===== src/rtl/multu_hilo.sv =====
// Sequential unsigned WIDTHxWIDTH multiplier (shift-and-add, one multiplier bit per clock)
// owning the HI/LO register pair that feeds the ALU output mux.
module multu_hilo #(
   parameter int          WIDTH       = 32,
   parameter logic [5:0]  MULTU_FUNCT = 6'b011011
) (
   input  logic             clk,
   input  logic             reset,
   input  logic [WIDTH-1:0] dataA,
   input  logic [WIDTH-1:0] dataB,
   input  logic [5:0]       Signal,
   output logic [WIDTH-1:0] HiOut,
   output logic [WIDTH-1:0] LoOut,
   output logic             busy,
   output logic             done
);

   localparam int CW = $clog2(WIDTH);
   localparam logic [CW-1:0] LAST_CNT = CW'(WIDTH - 1);

   typedef enum logic [1:0] {IDLE, RUN, DONE} state_t;

   state_t             state_reg;
   logic [2*WIDTH-1:0] mcand_reg;
   logic [2*WIDTH-1:0] prod_reg;
   logic [WIDTH-1:0]   mplr_reg;
   logic [CW-1:0]      cnt_reg;
   logic [WIDTH-1:0]   hi_reg;
   logic [WIDTH-1:0]   lo_reg;

   logic [2*WIDTH-1:0] addend;
   logic [2*WIDTH-1:0] sum;
   logic               start;

   // Multiplicand gated by the current multiplier LSB.
   genvar gi;
   generate
      for (gi = 0; gi < 2*WIDTH; gi++) begin : g_addend
         assign addend[gi] = mcand_reg[gi] & mplr_reg[0];
      end
   endgenerate

   assign sum   = prod_reg + addend;
   assign start = (state_reg != RUN) && (Signal == MULTU_FUNCT);

   always_ff @(posedge clk) begin
      if (reset) begin
         state_reg <= IDLE;
         mcand_reg <= '0;
         prod_reg  <= '0;
         mplr_reg  <= '0;
         cnt_reg   <= '0;
         hi_reg    <= '0;
         lo_reg    <= '0;
      end else begin
         case (state_reg)
            IDLE, DONE: begin
               if (start) begin
                  mcand_reg <= {{WIDTH{1'b0}}, dataA};
                  mplr_reg  <= dataB;
                  prod_reg  <= '0;
                  cnt_reg   <= '0;
                  state_reg <= RUN;
               end else begin
                  state_reg <= IDLE;
               end
            end
            RUN: begin
               prod_reg  <= sum;
               mcand_reg <= mcand_reg << 1;
               mplr_reg  <= mplr_reg >> 1;
               cnt_reg   <= cnt_reg + CW'(1);
               // Final edge: HI/LO take the sum including this edge's add.
               if (cnt_reg == LAST_CNT) begin
                  hi_reg    <= sum[2*WIDTH-1:WIDTH];
                  lo_reg    <= sum[WIDTH-1:0];
                  state_reg <= DONE;
               end
            end
            default: state_reg <= IDLE;
         endcase
      end
   end

   assign HiOut = hi_reg;
   assign LoOut = lo_reg;
   assign busy  = (state_reg == RUN);
   assign done  = (state_reg == DONE);

endmodule


===== config.mk =====
export PLATFORM = sky130hd
export DESIGN_NAME = multu_hilo
export DESIGN_NICKNAME = d
export VERILOG_FILES = /design/src/rtl/multu_hilo.sv
export SDC_FILE = /design/constraint.sdc
export NUM_CORES = 1
export LEC_CHECK = 0
export CORE_AREA = 10 10 160 162
export CTS_BUF_LIST = sky130_fd_sc_hd__clkbuf_8
export CTS_CLUSTER_DIAMETER = 100
export DETAILED_ROUTE_END_ITERATION = 6
export DIE_AREA = 0 0 170 172
export PLACE_DENSITY_LB_ADDON = 0.3
export SLEW_MARGIN = 20
export SYNTH_ARGS = -nofsm -noshare
export SYNTH_HDL_FRONTEND = slang
export SYNTH_SLANG_ARGS = --single-unit

===== constraint.sdc =====
create_clock -name clk -period 4.76 [get_ports clk]
set_clock_uncertainty 0.1 [all_clocks]
set_input_delay 0.476 -clock clk [delete_from_list [all_inputs] [get_ports clk]]
set_output_delay 0.476 -clock clk [all_outputs]
set_load 0.1 [all_outputs]

**After elaboration in Yosys (flattened, before gate mapping)**

Index checks and enable logic that the tools add are counted.

- Bits in registers: 231
- Input port bits: 72
- Output and inout bits: 66
- Logic and storage cells: 97

- $add $sub $neg: 2
- Equal/unequal tests: 7
- Muxes and demuxes: 11
- Bitwise operators: 64
- Reductions and logical operators: 6

Operators by type and width:

| cell | count |
|---|---|
| $pmux W64 S2 | 2 |
| $mux W64 | 2 |
| $add A64 B64 Y64 | 1 |
| $and A1 B1 Y1 | 64 |
| $pmux W32 S2 | 1 |
| $mux W32 | 1 |
| $pmux W5 S2 | 1 |
| $eq A6 B5 Y1 const B | 1 |
| $add A5 B1 Y5 const B | 1 |
| $eq A5 B5 Y1 const B | 1 |
| $mux W5 | 1 |
| $ne A2 B1 Y1 const B | 2 |
| $pmux W2 S2 | 1 |
| $reduce_and A2 Y1 | 2 |
| $eq A2 B1 Y1 const B | 1 |
| $eq A2 B2 Y1 const B | 1 |
| $logic_not A2 Y1 | 1 |
| $mux W2 | 1 |
| $ne A2 B2 Y1 const B | 1 |
| $reduce_bool A2 Y1 | 1 |
| $reduce_or A2 Y1 | 1 |
| $logic_and A1 B1 Y1 | 1 |
| $mux W1 | 1 |

**Depth between registers and ports, before layout**

- Depth in word-level cells: 4
- Gate-level depth with buffers: 16

**Worst setup path after synthesis**

No wires, ideal clock.

- Path type: register -> register
- Start point: register mplr_reg[0]
- End point: register hi_reg[25], in the netlist HiOut[25]
- Library setup time: 122 ps
- Arrival: 3225 ps
- Slack: 1313 ps
- Stages on the path, launching flop included: 15
- Cells stage by stage: dfxtp_1 > clkbuf_1 > clkbuf_1 > and2_1 > ha_1 > a21o_1 > a2111oi_2 > or4_4 > a31oi_4 > o21ai_2 > a211oi_4 > nor4_4 > o41ai_4 > nor4b_2 > a311o_1

- Longest elaborated chain between the ends: 2

Ends and longest elaborated chain:

| item | RTL line | RTL |
|---|---|---|
| start, declared | 26 | `logic [WIDTH-1:0] mplr_reg;` |
| start signal, assigned | 60 | `mplr_reg <= dataB;` |
| start signal, assigned | 71 | `mplr_reg <= mplr_reg >> 1;` |
| $and A1 B1 Y1 | 39 | `assign addend[gi] = mcand_reg[gi] & mplr_reg[0];` |
| $add A64 B64 Y64 (*) | 43 | `assign sum = prod_reg + addend;` |
| end signal, assigned | 75 | `hi_reg <= sum[2*WIDTH-1:WIDTH];` |
| end, declared | 28 | `logic [WIDTH-1:0] hi_reg;` |

Mark *: on every way between the ends. The rest lies on a longest branch, timed or not.
A chain may end at the register's enable or synchronous reset.

**Worst setup path in the final report**

Same ends and word-level chain as after synthesis.

==> flow_summary.ini <==
[global_routing]
grtUsageMet2 = 0.390
top_usage_layer = met2
track_usage = 0.244
grt_pass1_wl_um = 59600
grt_use_met1 = 0.324
grt_antenna_before_repair = 0
grt_use_met3 = 0.0518
grt_max_degree = 134
first_global_vias = 11700
grt_overflow = 0

[placed_design]
place.gp.congestion = 0.983
placed_cells = 1952
port_buffers = 137
hpwlAfterDp_um = 25800

[synthesis]
netlist_instances = 1642
ys_types = 75
synth-edff-count = 0
ys_seq_elements = 231
ys_top_cells_by_area = dfxtp_1, a21oi_1, nand2_1
synth-async-reset-ratio = 0
syn-num-nets = 1780
synth_top_area_frac = 0.354
synth.avg_cell_area_um2 = 7.95
yosysWarningCount = 0
synth_ff_type = dfxtp_1
netlist_area_um2 = 13100
seq_area_frac_synth = 0.354
yosysTopAreaCell = dfxtp_1

[hold_path]
hold_path_end = mcand_reg[52]$_SDFFE_PP0P_
hold_path_class = input port to register
min_path_cells = 2
holdCritStartpoint = reset

[critical_path]
r2r_slack_ns = 0.70
cp.arrival_ns = 4.38
r2r-end = HiOut[25]$_SDFFE_PP0P_
crit_required_ns = 5.09
path_buf_inv = 1
path_cells = buf_4, and2_1, ha_1, a21o_1, a2111oi_2, or4_4, a31oi_4, o21ai_2, a211oi_4, nor4_4, o41ai_4, nor4b_2, a311o_1
slowest_stage = dfxtp_1
path_delay_family = compound AO/OA/AOI/OAI gates
startpoint_type = register
crit_path_end_kind = register
path_class = register to register
cp_max_fo = 23
max_stage_delay_ns = 0.65
reg2reg_depth = 13
reg2reg_from = mplr_reg[0]$_SDFFE_PP0P_
worstSetupStartpoint = mplr_reg[0]$_SDFFE_PP0P_

[run_status]
outcome = finished clean

[pwr]
vdd_drop_max_mv = 0.209
p_per_area_nw_per_um2 = 261
p_leak_nw = 6.40
finalPower_mw = 3.98

[timing]
maxSlewViolCount = 0
slew_headroom = 0.257
worst_slew_pin_slew_ns = 1.11
min_period_ns = 4.06
setup_viol = 0
max_freq_mhz = 247
finalHoldViolCount = 0
grt_setup_unrepaired = no
period_share = 0.852
tns_ns = 0

[clocking]
post_cts_buffers = 0
path_clk_slew_ns = 0.07
post_cts_resized = 0
clk_latency_ns = 0.57
clock_path_buffers = 3
cts_hold_buf = 0
cts_max_level = 2
cts_tree = built
cts_sinks = 231
cts_made_buffers = 39
clock-root-buffer = clkbuf_8

[detailed_routing]
route.detailed.drc = 0
wl_per_cell_um = 18.2
drtPass1Iterations = 7
antenna_left = 0
drt_iter0_markers = 799
vias = 12100
vias_per_cell = 6.00
wl_um = 36800

[cells_and_area]
diodes = 0
drive_gt1_frac = 0.0535
layout_common_cells = dfxtp_1, nand2_1, a21oi_1
nets = 1846
fin_cells = 2024
layout_commonest_cell = dfxtp_1
area_growth_pct = 16.9

[job]
maxCapViolCount = 0

[die]
start_util = 0.584
num_rows = 55
dieWidth_um = 170
io_pins = 138
die_h_um = 172
core_um2 = 22400
design.die.area_um2 = 29200
## worst register-to-register path, delay by kind of cell, from the launching register on
family	cells	cell delay, ns
compound gates	7	1.60
fa+ha+maj	1	0.28
simple gates	4	0.95
buf+inv	1	0.34
flops	1	0.65
## routing by layer
layer | routed length [µm] | share of wire
met5 | 0 | 0
met4 | 843 | 0.023
met3 | 2560 | 0.070
met2 | 16600 | 0.45
met1 | 16800 | 0.46
## area by class of cell
| cell class | count | area [µm²] |
|---|---|---|
| clock inverter | 27 | 208 |
| fill | 1892 | 7110 |
| sequential | 231 | 4620 |
| tap | 285 | 357 |
| multi-input combinational | 1262 | 7880 |
| clock buffer | 45 | 619 |
| inverter | 24 | 90.1 |
| timing repair buffer | 150 | 1480 |
## synthesized netlist by cell type, types with 8 or more instances
library cell	instances
o21a_1	8
nand3_1	85
xnor2_1	36
dfxtp_1	231
inv_1	23
a21oi_1	186
nor2b_1	11
clkbuf_1	100
nand2b_1	8
and2_1	67
ha_1	65
o21bai_1	16
nor3_1	28
xor2_1	21
a211oi_1	66
o21ai_1	27
a21o_1	36
buf_1	19
nand4_1	32
a22o_1	19
o21ai_0	45
nand2_1	221
a31oi_1	12
mux2i_1	66
nor2_1	114
and3_1	8
## worst max path at each step
stage,cells past startpoint,to,slack [ns]
floorplan,14,HiOut[25]$_SDFFE_PP0P_,1.31
global placement,13,HiOut[25]$_SDFFE_PP0P_,0.89
detailed placement,13,HiOut[25]$_SDFFE_PP0P_,0.79
CTS,13,HiOut[25]$_SDFFE_PP0P_,0.75
global route,13,HiOut[25]$_SDFFE_PP0P_,0.40
finish,13,HiOut[25]$_SDFFE_PP0P_,0.70
## stage by stage
stage                     hold slack (ns)  worst slack, ns  instance area [µm²]   util
after floorplan                     0.330             1.31                13100      -
after global placement              0.338            0.893                14400  0.645
after detailed placement            0.345            0.788                14400  0.645
after CTS                           0.310            0.748                15300  0.682
after global routing                0.348            0.403                15300  0.682
final                               0.330            0.705                15300  0.682
## where the power goes
group          internal (mW)  total, mW  switching (mW)
clock network           1.04       1.88           0.845
registers               1.95       1.96         0.00945
logic                 0.0717      0.144          0.0720
total                   3.05       3.98           0.927
## kinds of logic (layout without fill, tap and decap cells)
| logic type | after synthesis | after routing | synth area share |
|---|---|---|---|
| AOI/OAI and AO/OA | 459 | 459 | 0.223 |
| and+or+nand+nor | 613 | 613 | 0.225 |
| buffers and inverters | 149 | 246 | 0.0436 |
| adders and majority gates | 66 | 66 | 0.0638 |
| DFF | 231 | 231 | 0.354 |
| xor gates and xnor gates | 57 | 57 | 0.0382 |
| muxes | 67 | 67 | 0.0515 |
No activity file was read; power rests on OpenSTA's default activity.
==> edit, RTL diff (config.mk and constraints unchanged) <==
Encoding of `state_t`: now one-hot (3 bits for 3 states).
--- a/src/rtl/multu_hilo.sv
+++ b/src/rtl/multu_hilo.sv
@@ -18,7 +18,7 @@
    localparam int CW = $clog2(WIDTH);
    localparam logic [CW-1:0] LAST_CNT = CW'(WIDTH - 1);
 
-   typedef enum logic [1:0] {IDLE, RUN, DONE} state_t;
+   typedef enum logic [2:0] {IDLE = 3'b001, RUN = 3'b010, DONE = 3'b100} state_t;
 
    state_t             state_reg;
    logic [2*WIDTH-1:0] mcand_reg;
Check against the original RTL: no difference found for any inputs over 10 cycles, from zero or initial values and one cycle with reset high; not proved beyond that.
==> edit against the original RTL <==
Fmax increased by 4.3%; synthesized area grew 0.70%; sequential cell count rose by 1; die area stayed put; largest power group is now the clock network; final area increased by 0.68%; first-iteration DRC count is 29% higher; setup slack better by 0.17 ns; power is 1.2% higher; critical endpoint is now HiOut[22]; wire length up 4.9%; utilization up 0.46 points; cell count is essentially flat; count of clock-buffer cells in the layout increased by 6.
==> edit: results (changes against the original RTL) <==
Status
  • Status: complete, no violations

Synthesis
  • Post-synth top cells: 232 x dfxtp_1, 190 x nor2_1, 189 x nand2_1
  • Syn Nets: 1,782 (+0.11%)
  • Post-synthesis sequential area ratio: 35.3% (-0.094 points)
  • Synth top area cells: dfxtp_1 35%, ha_1 6.2%, nor2_1 5.4%, nand2_1 5.4%, a21oi_1 5.4%
  • Synth cell types: 72 (-4.0%)
  • Most used DFF post-synth: dfxtp_1
  • Asr flop ratio synth: 0% (unchanged)
  • Synth Warn #: 0 (unchanged)

Critical path
  • Max incr delay on CP: 0.70 ns (+0.05 ns)
  • Worst Reg-to-Reg Cells: 14 (+1)
  • RR Endpoint: HiOut[22]
  • Critical path's top delay family: compound AO/OA/AOI/OAI gates
  • Worst R2R Start: mplr_reg[0]
  • CP max-delay cell: a2111oi_0
  • Crit path arrival time: 4.24 ns (-0.14 ns)
  • Crit path max fanout: 33 (+43%)
  • Reg2reg setup slack: 0.87 ns (+0.17 ns)

Routing
  • Met1 WL: 16,900 microns (+0.42%)
  • Met2 Wirelength: 18,100 microns (+8.9%)
  • Vias per inst: 6.13 (+2.2%)
  • DR iter-0 viols: 1,028 (+29%)
  • Uppermost layer routed: met4
  • Met3 routed wirelength: 2690 microns (+4.9%)
  • Length of the first detailed-routing pass in iterations: 5 (-2)
  • Wirelength per Cell: 19.0 microns (+4.8%)

GRT
  • Initial antenna violation count: 0 (unchanged)
  • Total GRT Usage: 25.6% (+1.2 points)
  • Largest net degree at the start of global routing: 105 (-22%)
  • Vias in the first global route: 12,300 (+4.7%)
  • First-pass GRT wire length: 62,200 microns (+4.4%)

Placement
  • Routability Congestion: 0.951 (-3.2%)
  • Hpwl dp: 27,000 microns (+4.6%)
  • I/O Buffers: 137 (unchanged)

CTS
  • # H-tree levels: 2 (unchanged)
  • CTS Root Cell: clkbuf_8
  • CTS tree: done
  • Clock buffer depth: 3 (unchanged)
  • Num CTS Buffers: 41 (+5.1%)
  • CTS clk-pin slew, worst paths: 0.06 ns
  • Setup Buffers After CTS: 0 (unchanged)

Min path
  • Hold depth: 2 (unchanged)
  • Hold path start: reset
  • Worst Hold End: mcand_reg[61]

Power
  • Static Leakage: 5.98 nW (-6.6%)
  • Worst vdd ir: 0.000233 V (+12%)

Layout
  • # diodes: 0 (unchanged)
  • Nets: 1,848 (+0.11%)
  • Share of layout cells above drive strength 1: 5.92% (+0.57 points)

STA
  • Relative slew slack: 27.5% (+1.8 points)
[edit: layout make-up]
type / count / area, sq um
clock inverter: 23 / 170
fill: 1886 / 7010
timing repair buffer: 147 / 1460
clock buffer: 51 / 702
multi-input combinational: 1263 / 7930
sequential: 232 / 4640
tap: 285 / 357
inverter: 25 / 93.8
[edit: through the flow]
stage               instances  hold slack (ns)  worst slack [ns]  instance area [sq um]
floorplan                1644            0.330              1.34                  13100
global placement         1952            0.341             0.943                  14500
detailed placement       1952            0.346             0.947                  14500
CTS                      2026            0.281             0.912                  15400
global route             2026            0.314             0.630                  15400
finish                   2026            0.290             0.871                  15400
[edit: cells by family after synthesis]
kind of cell / Yosys count / synth area share (%)
xor gates and xnor gates: 58 / 3.86
adders and majority gates: 66 / 6.34
AOI/OAI and AO/OA: 486 / 24.2
DFF: 232 / 35.3
buffers and inverters: 149 / 4.61
and+or+nand+nor: 584 / 20.4
muxes: 69 / 5.27
[edit: power breakdown]
part	switching [mW]	leakage [nW]	internal, mW
Clock	0.873	0.501	1.09
Combinational	0.0573	3.61	0.0613
Sequential	0.00299	1.87	1.95
Total	0.934	5.98	3.09
[edit: worst max path at each step]
stage / startpoint / end / slack (ns) / cells past startpoint
6_report: mplr_reg[0] / HiOut[22] / 0.87 / 14
3_5_place_dp: mplr_reg[0] / HiOut[22] / 0.95 / 14
2_1_floorplan: mplr_reg[0] / HiOut[22] / 1.34 / 15
3_3_place_gp: mplr_reg[0] / HiOut[29] / 0.94 / 12
4_1_cts: mplr_reg[0] / HiOut[22] / 0.91 / 14
5_1_grt: mplr_reg[0] / HiOut[18] / 0.63 / 14
[edit: metal layers]
metal  vias to the layer above  GRT usage [%]
li1                       6017              -
met1                      5858           32.5
met5                         -              0
met4                         0           9.31
met3                        77           5.22
met2                       466           42.3
